==> src/rtl/hud_number_display_if.sv <==
// Bundles the frame/value/pixel inputs and the sprite outputs of the HUD digit block.
// Latency: none, wiring only.
// Backpressure: none, all signals are sampled or produced every cycle.
interface hud_number_display_if #(
  parameter int VALUE_W = 10,
  parameter int COORD_W = 10,
  parameter int ADDR_W  = 15
);
  logic               frame_start;
  logic [VALUE_W-1:0] Value;
  logic [COORD_W-1:0] PixelX;
  logic [COORD_W-1:0] PixelY;
  logic               is_obj;
  logic [ADDR_W-1:0]  Obj_address;
  logic               busy;

  // Frame/pixel source side
  modport master (
    output frame_start, Value, PixelX, PixelY,
    input  is_obj, Obj_address, busy
  );

  // HUD digit block side
  modport slave (
    input  frame_start, Value, PixelX, PixelY,
    output is_obj, Obj_address, busy
  );
endinterface

==> src/rtl/hud_number_display.sv <==
// Multi-digit HUD number: per-frame sample, serial double-dabble BCD, blanking, blink-on-drop, sprite address.
// Latency: commit VALUE_W clocks after frame_start; is_obj/Obj_address registered 1 clock after PixelX/PixelY.
// Backpressure: none; frame_start arriving during a conversion is ignored for conversion.
module hud_number_display #(
  parameter int NUM_DIGITS   = 3,
  parameter int VALUE_W      = 10,
  parameter int WIDTH        = 40,
  parameter int HEIGHT       = 46,
  parameter int GAP          = 0,
  parameter int X_POS        = 100,
  parameter int Y_POS        = 5,
  parameter int COORD_W      = 10,
  parameter int ADDR_W       = 15,
  parameter int FLASH_FRAMES = 16
) (
  input  logic                 Clk,
  input  logic                 Reset,
  hud_number_display_if.slave  bus
);

  localparam int BCD_W    = 4 * NUM_DIGITS;
  localparam int CNT_W    = $clog2(VALUE_W + 1);
  localparam int FLASH_WR = $clog2(FLASH_FRAMES + 1);
  // At least two bits so the blink phase bit always exists.
  localparam int FLASH_W  = (FLASH_WR < 2) ? 2 : FLASH_WR;
  localparam logic [31:0] MAX_V = 32'(10 ** NUM_DIGITS - 1);

  localparam logic [0:0] ST_IDLE    = 1'b0;
  localparam logic [0:0] ST_CONVERT = 1'b1;

  logic [0:0]         state;
  logic [CNT_W-1:0]   iter_cnt;
  logic [VALUE_W-1:0] v_sat;
  logic [VALUE_W-1:0] v_shift;
  logic [VALUE_W-1:0] v_latched;
  logic [VALUE_W-1:0] prev_value;
  logic [BCD_W-1:0]   bcd;
  logic [BCD_W-1:0]   bcd_adj;
  logic [BCD_W-1:0]   bcd_next;
  logic [BCD_W-1:0]   shown_bcd;
  logic [FLASH_W-1:0] flash_cnt;
  logic               commit;
  logic               flash_hide;

  logic [31:0]        px;
  logic [31:0]        py;
  logic [31:0]        x0;
  logic [3:0]         dig;
  logic               lead_zero;
  logic               in_y;
  logic               hit;
  logic [ADDR_W-1:0]  addr_nxt;
  logic               is_obj_q;
  logic [ADDR_W-1:0]  obj_address_q;

  // Clamp the sampled value to the largest number the digits can show (all nines).
  always_comb begin
    v_sat = bus.Value;
    if (32'(bus.Value) > MAX_V) begin
      v_sat = MAX_V[VALUE_W-1:0];
    end
  end

  // One double-dabble step: add 3 to every nibble >= 5, then shift in the next value bit.
  always_comb begin
    bcd_adj = bcd;
    for (int i = 0; i < NUM_DIGITS; i++) begin
      if (bcd[4*i +: 4] >= 4'd5) begin
        bcd_adj[4*i +: 4] = bcd[4*i +: 4] + 4'd3;
      end
    end
    bcd_next = {bcd_adj[BCD_W-2:0], v_shift[VALUE_W-1]};
  end

  // The last conversion step is the only edge on which shown digits may change.
  assign commit = (state == ST_CONVERT) && (iter_cnt == CNT_W'(1));

  // Conversion FSM; reset mid-conversion drops the partial result.
  always_ff @(posedge Clk) begin
    if (Reset) begin
      state      <= ST_IDLE;
      iter_cnt   <= '0;
      v_shift    <= '0;
      v_latched  <= '0;
      bcd        <= '0;
      shown_bcd  <= '0;
      prev_value <= '0;
    end else begin
      case (state)
        ST_IDLE: begin
          if (bus.frame_start) begin
            state     <= ST_CONVERT;
            v_shift   <= v_sat;
            v_latched <= v_sat;
            bcd       <= '0;
            iter_cnt  <= CNT_W'(VALUE_W);
          end
        end
        ST_CONVERT: begin
          bcd      <= bcd_next;
          v_shift  <= {v_shift[VALUE_W-2:0], 1'b0};
          iter_cnt <= iter_cnt - 1'b1;
          if (commit) begin
            shown_bcd  <= bcd_next;
            prev_value <= v_latched;
            state      <= ST_IDLE;
          end
        end
        default: begin
          state <= ST_IDLE;
        end
      endcase
    end
  end

  assign bus.busy = (state == ST_CONVERT);

  // Blink counter: reload on a committed drop, otherwise count down once per frame.
  always_ff @(posedge Clk) begin
    if (Reset) begin
      flash_cnt <= '0;
    end else if (commit && (v_latched < prev_value)) begin
      flash_cnt <= FLASH_W'(FLASH_FRAMES);
    end else if (bus.frame_start && (flash_cnt != '0)) begin
      flash_cnt <= flash_cnt - 1'b1;
    end
  end

  assign flash_hide = (flash_cnt != '0) && flash_cnt[1];

  // Locate the digit box under the pixel, apply leading-zero blanking and blink, form the address.
  always_comb begin
    px        = 32'(bus.PixelX);
    py        = 32'(bus.PixelY);
    x0        = '0;
    dig       = '0;
    hit       = 1'b0;
    addr_nxt  = '0;
    lead_zero = 1'b1;
    in_y      = (py >= 32'(Y_POS)) && (py < 32'(Y_POS + HEIGHT));
    for (int k = 0; k < NUM_DIGITS; k++) begin
      x0        = 32'(X_POS + k * (WIDTH + GAP));
      dig       = shown_bcd[4*(NUM_DIGITS-1-k) +: 4];
      lead_zero = lead_zero && (dig == 4'd0);
      if (in_y && (px >= x0) && (px < x0 + 32'(WIDTH)) &&
          !(lead_zero && (k < NUM_DIGITS - 1))) begin
        hit      = 1'b1;
        addr_nxt = ADDR_W'(px - x0)
                 + ADDR_W'((py - 32'(Y_POS)) * 32'(WIDTH))
                 + ADDR_W'(dig) * ADDR_W'(WIDTH * HEIGHT);
      end
    end
    if (flash_hide) begin
      hit      = 1'b0;
      addr_nxt = '0;
    end
  end

  // Register the pixel result so it lines up one clock after the coordinates.
  always_ff @(posedge Clk) begin
    if (Reset) begin
      is_obj_q      <= 1'b0;
      obj_address_q <= '0;
    end else begin
      is_obj_q      <= hit;
      obj_address_q <= addr_nxt;
    end
  end

  assign bus.is_obj      = is_obj_q;
  assign bus.Obj_address = obj_address_q;

endmodule
==> src/flat_wrapper.sv <==
// flat-port wrapper written by rule: the top's interface ports become plain ports
module hud_number_display_flat 
#(
  parameter int NUM_DIGITS   = 3,
  parameter int VALUE_W      = 10,
  parameter int WIDTH        = 40,
  parameter int HEIGHT       = 46,
  parameter int GAP          = 0,
  parameter int X_POS        = 100,
  parameter int Y_POS        = 5,
  parameter int COORD_W      = 10,
  parameter int ADDR_W       = 15,
  parameter int FLASH_FRAMES = 16
)
  (Clk, Reset, bus_frame_start, bus_Value, bus_PixelX, bus_PixelY, bus_is_obj, bus_Obj_address, bus_busy);
  hud_number_display_if #(.VALUE_W(VALUE_W), .COORD_W(COORD_W), .ADDR_W(ADDR_W)) bus_i ();
  input  logic Clk;
  input  logic Reset;
  input wire logic [$bits(bus_i.frame_start)-1:0] bus_frame_start;
  input wire logic [$bits(bus_i.Value)-1:0] bus_Value;
  input wire logic [$bits(bus_i.PixelX)-1:0] bus_PixelX;
  input wire logic [$bits(bus_i.PixelY)-1:0] bus_PixelY;
  output wire logic [$bits(bus_i.is_obj)-1:0] bus_is_obj;
  output wire logic [$bits(bus_i.Obj_address)-1:0] bus_Obj_address;
  output wire logic [$bits(bus_i.busy)-1:0] bus_busy;
  assign bus_i.frame_start = bus_frame_start;
  assign bus_i.Value = bus_Value;
  assign bus_i.PixelX = bus_PixelX;
  assign bus_i.PixelY = bus_PixelY;
  assign bus_is_obj = bus_i.is_obj;
  assign bus_Obj_address = bus_i.Obj_address;
  assign bus_busy = bus_i.busy;
  hud_number_display #(.NUM_DIGITS(NUM_DIGITS), .VALUE_W(VALUE_W), .WIDTH(WIDTH), .HEIGHT(HEIGHT), .GAP(GAP), .X_POS(X_POS), .Y_POS(Y_POS), .COORD_W(COORD_W), .ADDR_W(ADDR_W), .FLASH_FRAMES(FLASH_FRAMES)) u_core (.Clk(Clk), .Reset(Reset), .bus(bus_i));
endmodule
==> config.mk <==
export PLATFORM = sky130hd
export DESIGN_NAME = hud_number_display_flat
export DESIGN_NICKNAME = d
export VERILOG_FILES = /design/src/rtl/hud_number_display_if.sv /design/src/rtl/hud_number_display.sv /design/src/flat_wrapper.sv
export SDC_FILE = /design/constraint.sdc
export NUM_CORES = 1
export LEC_CHECK = 0
export BUFFER_PORTS_ARGS = -buffer_cell sky130_fd_sc_hd__buf_4
export CAP_MARGIN = 40
export CELL_PAD_IN_SITES_DETAIL_PLACEMENT = 0
export CELL_PAD_IN_SITES_GLOBAL_PLACEMENT = 1
export CORE_AREA = 2 2 168 170
export DETAILED_ROUTE_END_ITERATION = 16
export DIE_AREA = 0 0 170 172
export PLACE_DENSITY = 0.55
export SLEW_MARGIN = 25
export SYNTH_ARGS = -nofsm -noshare
export SYNTH_HDL_FRONTEND = slang
export SYNTH_SLANG_ARGS = --single-unit
==> constraint.sdc <==
create_clock -name Clk -period 10.5 [get_ports Clk]
set_input_delay 1.05 -clock Clk [delete_from_list [all_inputs] [get_ports Clk]]
set_output_delay 1.05 -clock Clk [all_outputs]
set_load 0.03 [all_outputs]
; ---- After elaboration in Yosys (flattened, before gate mapping)
; Cells that the tools add are included.
[word_totals]
word_cells = 91
in_bits = 33
register_bits = 80
out_inout_bits = 17
[op_classes]
bitwise = 1
eq_ne = 2
addsub = 15
multipliers = 4
order_cmp = 13
n_reduce_logical = 24
muxes = 21
[ops]
columns = cell, count
row1 = adder 15 bit, 6
row2 = 2-to-1 mux 15 bit, 3
row3 = "multiplier 4 x 7 -> 11 bit, second input constant", 3
row4 = "multiplier 32 x 3 -> 12 bit, second input constant", 1
row5 = "less-than comparator 10 x 8 -> 1 bit, second input constant", 3
row6 = case mux 12 bit (2 select lines), 1
row7 = "subtractor 10 x 8 -> 11 bit, second input constant", 2
row8 = ">= comparator 10 x 8 -> 1 bit, second input constant", 2
row9 = 2-to-1 mux 10 bit, 2
row10 = case mux 10 bit (2 select lines), 1
row11 = logical AND 1 bit, 14
row12 = ">= comparator 4 x 3 -> 1 bit, second input constant", 3
row13 = 2-to-1 mux 12 bit, 1
row14 = 2-to-1 mux 4 bit, 3
row15 = "subtractor 10 x 3 -> 11 bit, second input constant", 1
row16 = "subtractor 10 x 7 -> 11 bit, second input constant", 1
row17 = ">= comparator 10 x 3 -> 1 bit, second input constant", 1
row18 = ">= comparator 10 x 7 -> 1 bit, second input constant", 1
row19 = "> comparator 10 bit, second input constant", 1
row20 = less-than comparator 10 bit, 1
row21 = "less-than comparator 10 x 6 -> 1 bit, second input constant", 1
row22 = 2-to-1 mux 5 bit, 2
row23 = "adder 4 x 2 -> 4 bit, second input constant", 2
row24 = logical NOT 4 bit, 2
row25 = 15 further kinds, 22

; ---- Logic depth before layout (Yosys ltp)
[logic_depth]
word_depth = 8
depth_mapped = 22

; ---- Least setup slack after synthesis
; Ideal clock, no wire load.
[synth_timing]
kind = input-to-reg
from = input port bus_PixelY[0]
to = register u_core.obj_address_q[14] (netlist: u_core.bus.Obj_address[14])
stages = 22
arrival_time_ns = 5.135
required_ns = 10.374
path_slack_ns = 5.239
cell_sequence = inv_1 > ha_1 > inv_1 > a21oi_1 > xor2_1 > ha_1 > ha_1 > a21o_1 > a21oi_1 > o21ai_0 > a21oi_1 > o21bai_1 > a21oi_1 > xor2_1 > fa_1 > inv_1 > ha_1 > a21o_1 > a31oi_1 > xnor2_1 > a222oi_1 > nor2_1
[synth_between]
elab_chain_cells = 8
[synth_rtl]
columns = element, line
row1 = from (decl), flat_wrapper.sv:22  ; input wire logic [$bits(bus_i.PixelY)-1:0] bus_PixelY;
row2 = branches (longest 7 deep; another with multiplier 32 x 3 -> 12 bit), --
row3 = 2-to-1 mux 15 bit (*), hud_number_display.sv:145  ; if (in_y && (px >= x0) && (px < x0 + 32'(WIDTH)) &&
row4 = to (signal assigned), hud_number_display.sv:166  ; obj_address_q <= addr_nxt;
row5 = to (decl), hud_number_display.sv:54  ; logic [ADDR_W-1:0] obj_address_q;
; Every way passes the cells marked *.
; A chain may end at the register's enable or synchronous reset.

; ---- Final worst setup path
; Ends and elaborated chain as after synthesis.

==> results_dict.tcl <==
set metrics [dict create \
    status "finished, final reports clean" \
    multiInputGateArea_mm2 0.00604 \
    reg2reg_from "u_core.shown_bcd[6]$_SDFFE_PP0P_" \
    final_cell_area_mm2 0.00909 \
    grt-ovfl-total 0 \
    clockBufferDepth 2 \
    r2r_setup_slack_ns 6.03 \
    cts_root_buf "clkbuf_16" \
    grt_pass1_vias 6176 \
    synth_edf_count 0 \
    drc 0 \
    slew_headroom 0.461 \
    crit_family "compound AO/OA/AOI/OAI gates" \
    rows 61 \
    drtIter0Drc 268 \
    ys.flop_type "dfxtp_1" \
    synth_common_cells "125 x ha_1, 92 x nor2_1, 80 x dfxtp_1, 80 x inv_1, 78 x a21oi_1" \
    fillCellCount 2953 \
    place.gp.congestion 0.802 \
    vias_per_cell 4.81 \
    wl_per_cell_um 15.0 \
    regArea_mm2 0.00160 \
    final_util 0.331 \
    max_stage_delay_ns 0.60 \
    grt_pass1_wl_um 33000 \
    post_synth_num_cell_types 70 \
    cp_slowest_cell "o41ai_1" \
    async_flop_share 0 \
    cts_sinks 80 \
    grt_max_degree 63 \
    clk_latency_ns 0.35 \
    cp_max_fo 4 \
    num_antenna_cells 0 \
    num_vias 6419 \
    cts_tree "built" \
    setup_total_negative_slack_ns 0 \
    vdd_drop_max_mv 0.0689 \
    worstMarginPinSlew_ns 0.809 \
    crit_buf_inv 4 \
    hold_violations 0 \
    ys_warn_count 0 \
    busiest_layer "met2" \
    path_class "primary input to flip-flop" \
    io_buffers 49 \
    fmax_mhz 178 \
    ys_seq_area_frac 0.197 \
    crit_path_end_kind "flip-flop" \
    drv_slew 0 \
    crit_chain "buf_4 -> inv_1 -> ha_1 -> inv_1 -> a21oi_1 -> xor2_1 -> ha_1 -> ha_1 -> a21o_1 -> a21oi_1 -> o21ai_0 -> a21oi_1 -> xnor2_1 -> fa_1 -> inv_1 -> ha_1 -> o41ai_1 -> o21ai_0 -> xnor2_1 -> a222oi_1 -> nor2_1" \
    clk_pin_slew_ns 0.07 \
    htree_levels 3 \
    synth_cells 953 \
    setup_violations 0 \
    power_density_mw_per_mm2 148 \
    synth_largest_area_cell "dfxtp_1" \
    synth.most_common_cell "ha_1" \
    hp-class "flip-flop to flip-flop" \
    ys_seq_elements 80 \
    grt_usage 0.144 \
    antenna_found_initial 0 \
    fp.dieH_um 172 \
    area_delta_synth_final_pct 11.9 \
    whs_ns 0.454 \
    drt_wl_total_um 20100 \
    die_width_um 170 \
    synthTopCellsByArea "dfxtp_1 20%, ha_1 19%, fa_1 9.9%" \
    cap_violations 0 \
    ant_nets 0 \
    rsz0062_at_grt "no" \
    worstSetupStartpoint "bus_PixelY[0]" \
    syn_nets 1151 \
    crit_required_ns 10.71 \
    grtUsageMet3 0.0188 \
    drive_gt1_frac 0.0930 \
    initial_utilization 0.296 \
    fin_skew_ns 0.0130 \
    fin_cells 1335 \
    place_area_mm2 0.00878 \
    critPathLaunchType "primary input" \
    layout.nets 1182 \
    cts_setup_buffers 0 \
    hold_buffers 0 \
    p_leak_uw 0.00405 \
    arrival_ns 5.82 \
    drtPass1Iterations 4 \
    ctsResizeCount 0 \
    dp_hpwl_um 16000 \
    fin_crit_sh 0.534 \
    syn_area_mm2 0.00813 \
    netlist.area_leader.share 0.197 \
    syn_area_per_cell_um2 8.53 \
    cp_common_cell "ha_1" \
    dieArea_mm2 0.0292 \
    place_inst 1317 \
    tritoncts.num_buffers 9 \
    grt_use_met1 0.196 \
    hp-start "u_core.prev_value[8]$_SDFFE_PP0P_" \
    pin_count 50 \
    fp.coreArea_mm2 0.0275 \
    min_period_ns 5.61 \
    grtUsageMet2 0.241 \
]
cell type report:
cell class / count / area share
Tap cell: 346 / 0.0476
Clock inverter: 6 / 0.00661
Sequential cell: 80 / 0.176
Inverter: 80 / 0.0330
Multi-Input combinational cell: 759 / 0.665
Clock buffer: 10 / 0.0263
Timing Repair Buffer: 54 / 0.0454
path summary, 6_finish.rpt:
path         cells after the start                               endpoint
max                             21  u_core.bus.Obj_address[14]$_SDFF_PP0_
min                              2      u_core.prev_value[8]$_SDFFE_PP0P_
max reg2reg                     17  u_core.bus.Obj_address[14]$_SDFF_PP0_
min reg2reg                      2      u_core.prev_value[8]$_SDFFE_PP0P_
report_power, final:
part,total (uW),switching [uW],internal [uW]
registers,334,13.9,321
clock network,322,149,173
logic,685,380,305
through the flow:
stage	total power (uW)	setup WS (ns)
after floorplan	889	5.24
after global placement	1040	4.62
after detailed placement	1030	4.48
after CTS	1360	4.84
after global routing	1470	4.41
final	1340	4.89
registers in the layout (all words and copies together), names as in the netlist:
name,cells
u_core.flash_cnt,5
u_core.bus.busy,1
u_core.v_latched,10
u_core.bus.Obj_address,15
u_core.shown_bcd,12
u_core.v_shift,10
u_core.prev_value,10
u_core.bcd,12
u_core.bus.is_obj,1
u_core.iter_cnt,4
per-layer routing:
layer  vias up  share of wire
met2        81           0.46
met5         -              0
met4         0          0.019
li1       3343              -
met1      2976           0.49
met3        19          0.028
cell usage in the layout, fill, tap and decap left out, types with 4 or more instances in the layout:
master and count:
a21o_1 14, nand2_1 76, o21ai_0 33, dfxtp_1 79
nor3_1 29, nor2b_1 12, xor2_1 34, nor2_1 92
inv_1 80, ha_1 125, a21oi_1 78, nor3b_1 9
inv_6 4, o21bai_1 4, or2_2 4, buf_4 51
clkbuf_16 9, o21a_1 6, xnor2_1 57, a211oi_1 18
nand2b_1 16, mux2i_1 15, nand3_1 19, o41ai_1 8
and2_1 4, fa_1 40, a222oi_1 4, a31oi_1 7
worst min-delay path: stages, from the launching register on:
cell and delay [ns]:
dfxtp_1 0.31, nand2_1 0.05, a21oi_1 0.05
kinds of logic (layout without fill, tap and decap cells):
kind of cell             after synthesis  count (layout)  synth area share
multiplexers                          16              16            0.0199
buffers and inverters                114             150            0.0591
AND/OR/NAND/NOR                      283             283             0.167
XOR/XNOR                              94              94             0.106
flip-flops                            80              80             0.197
AO/OA/AOI/OAI                        201             201             0.160
adder cells (fa/ha/maj)              165             165             0.291
Note: power is estimated with default switching activity, not from simulation.
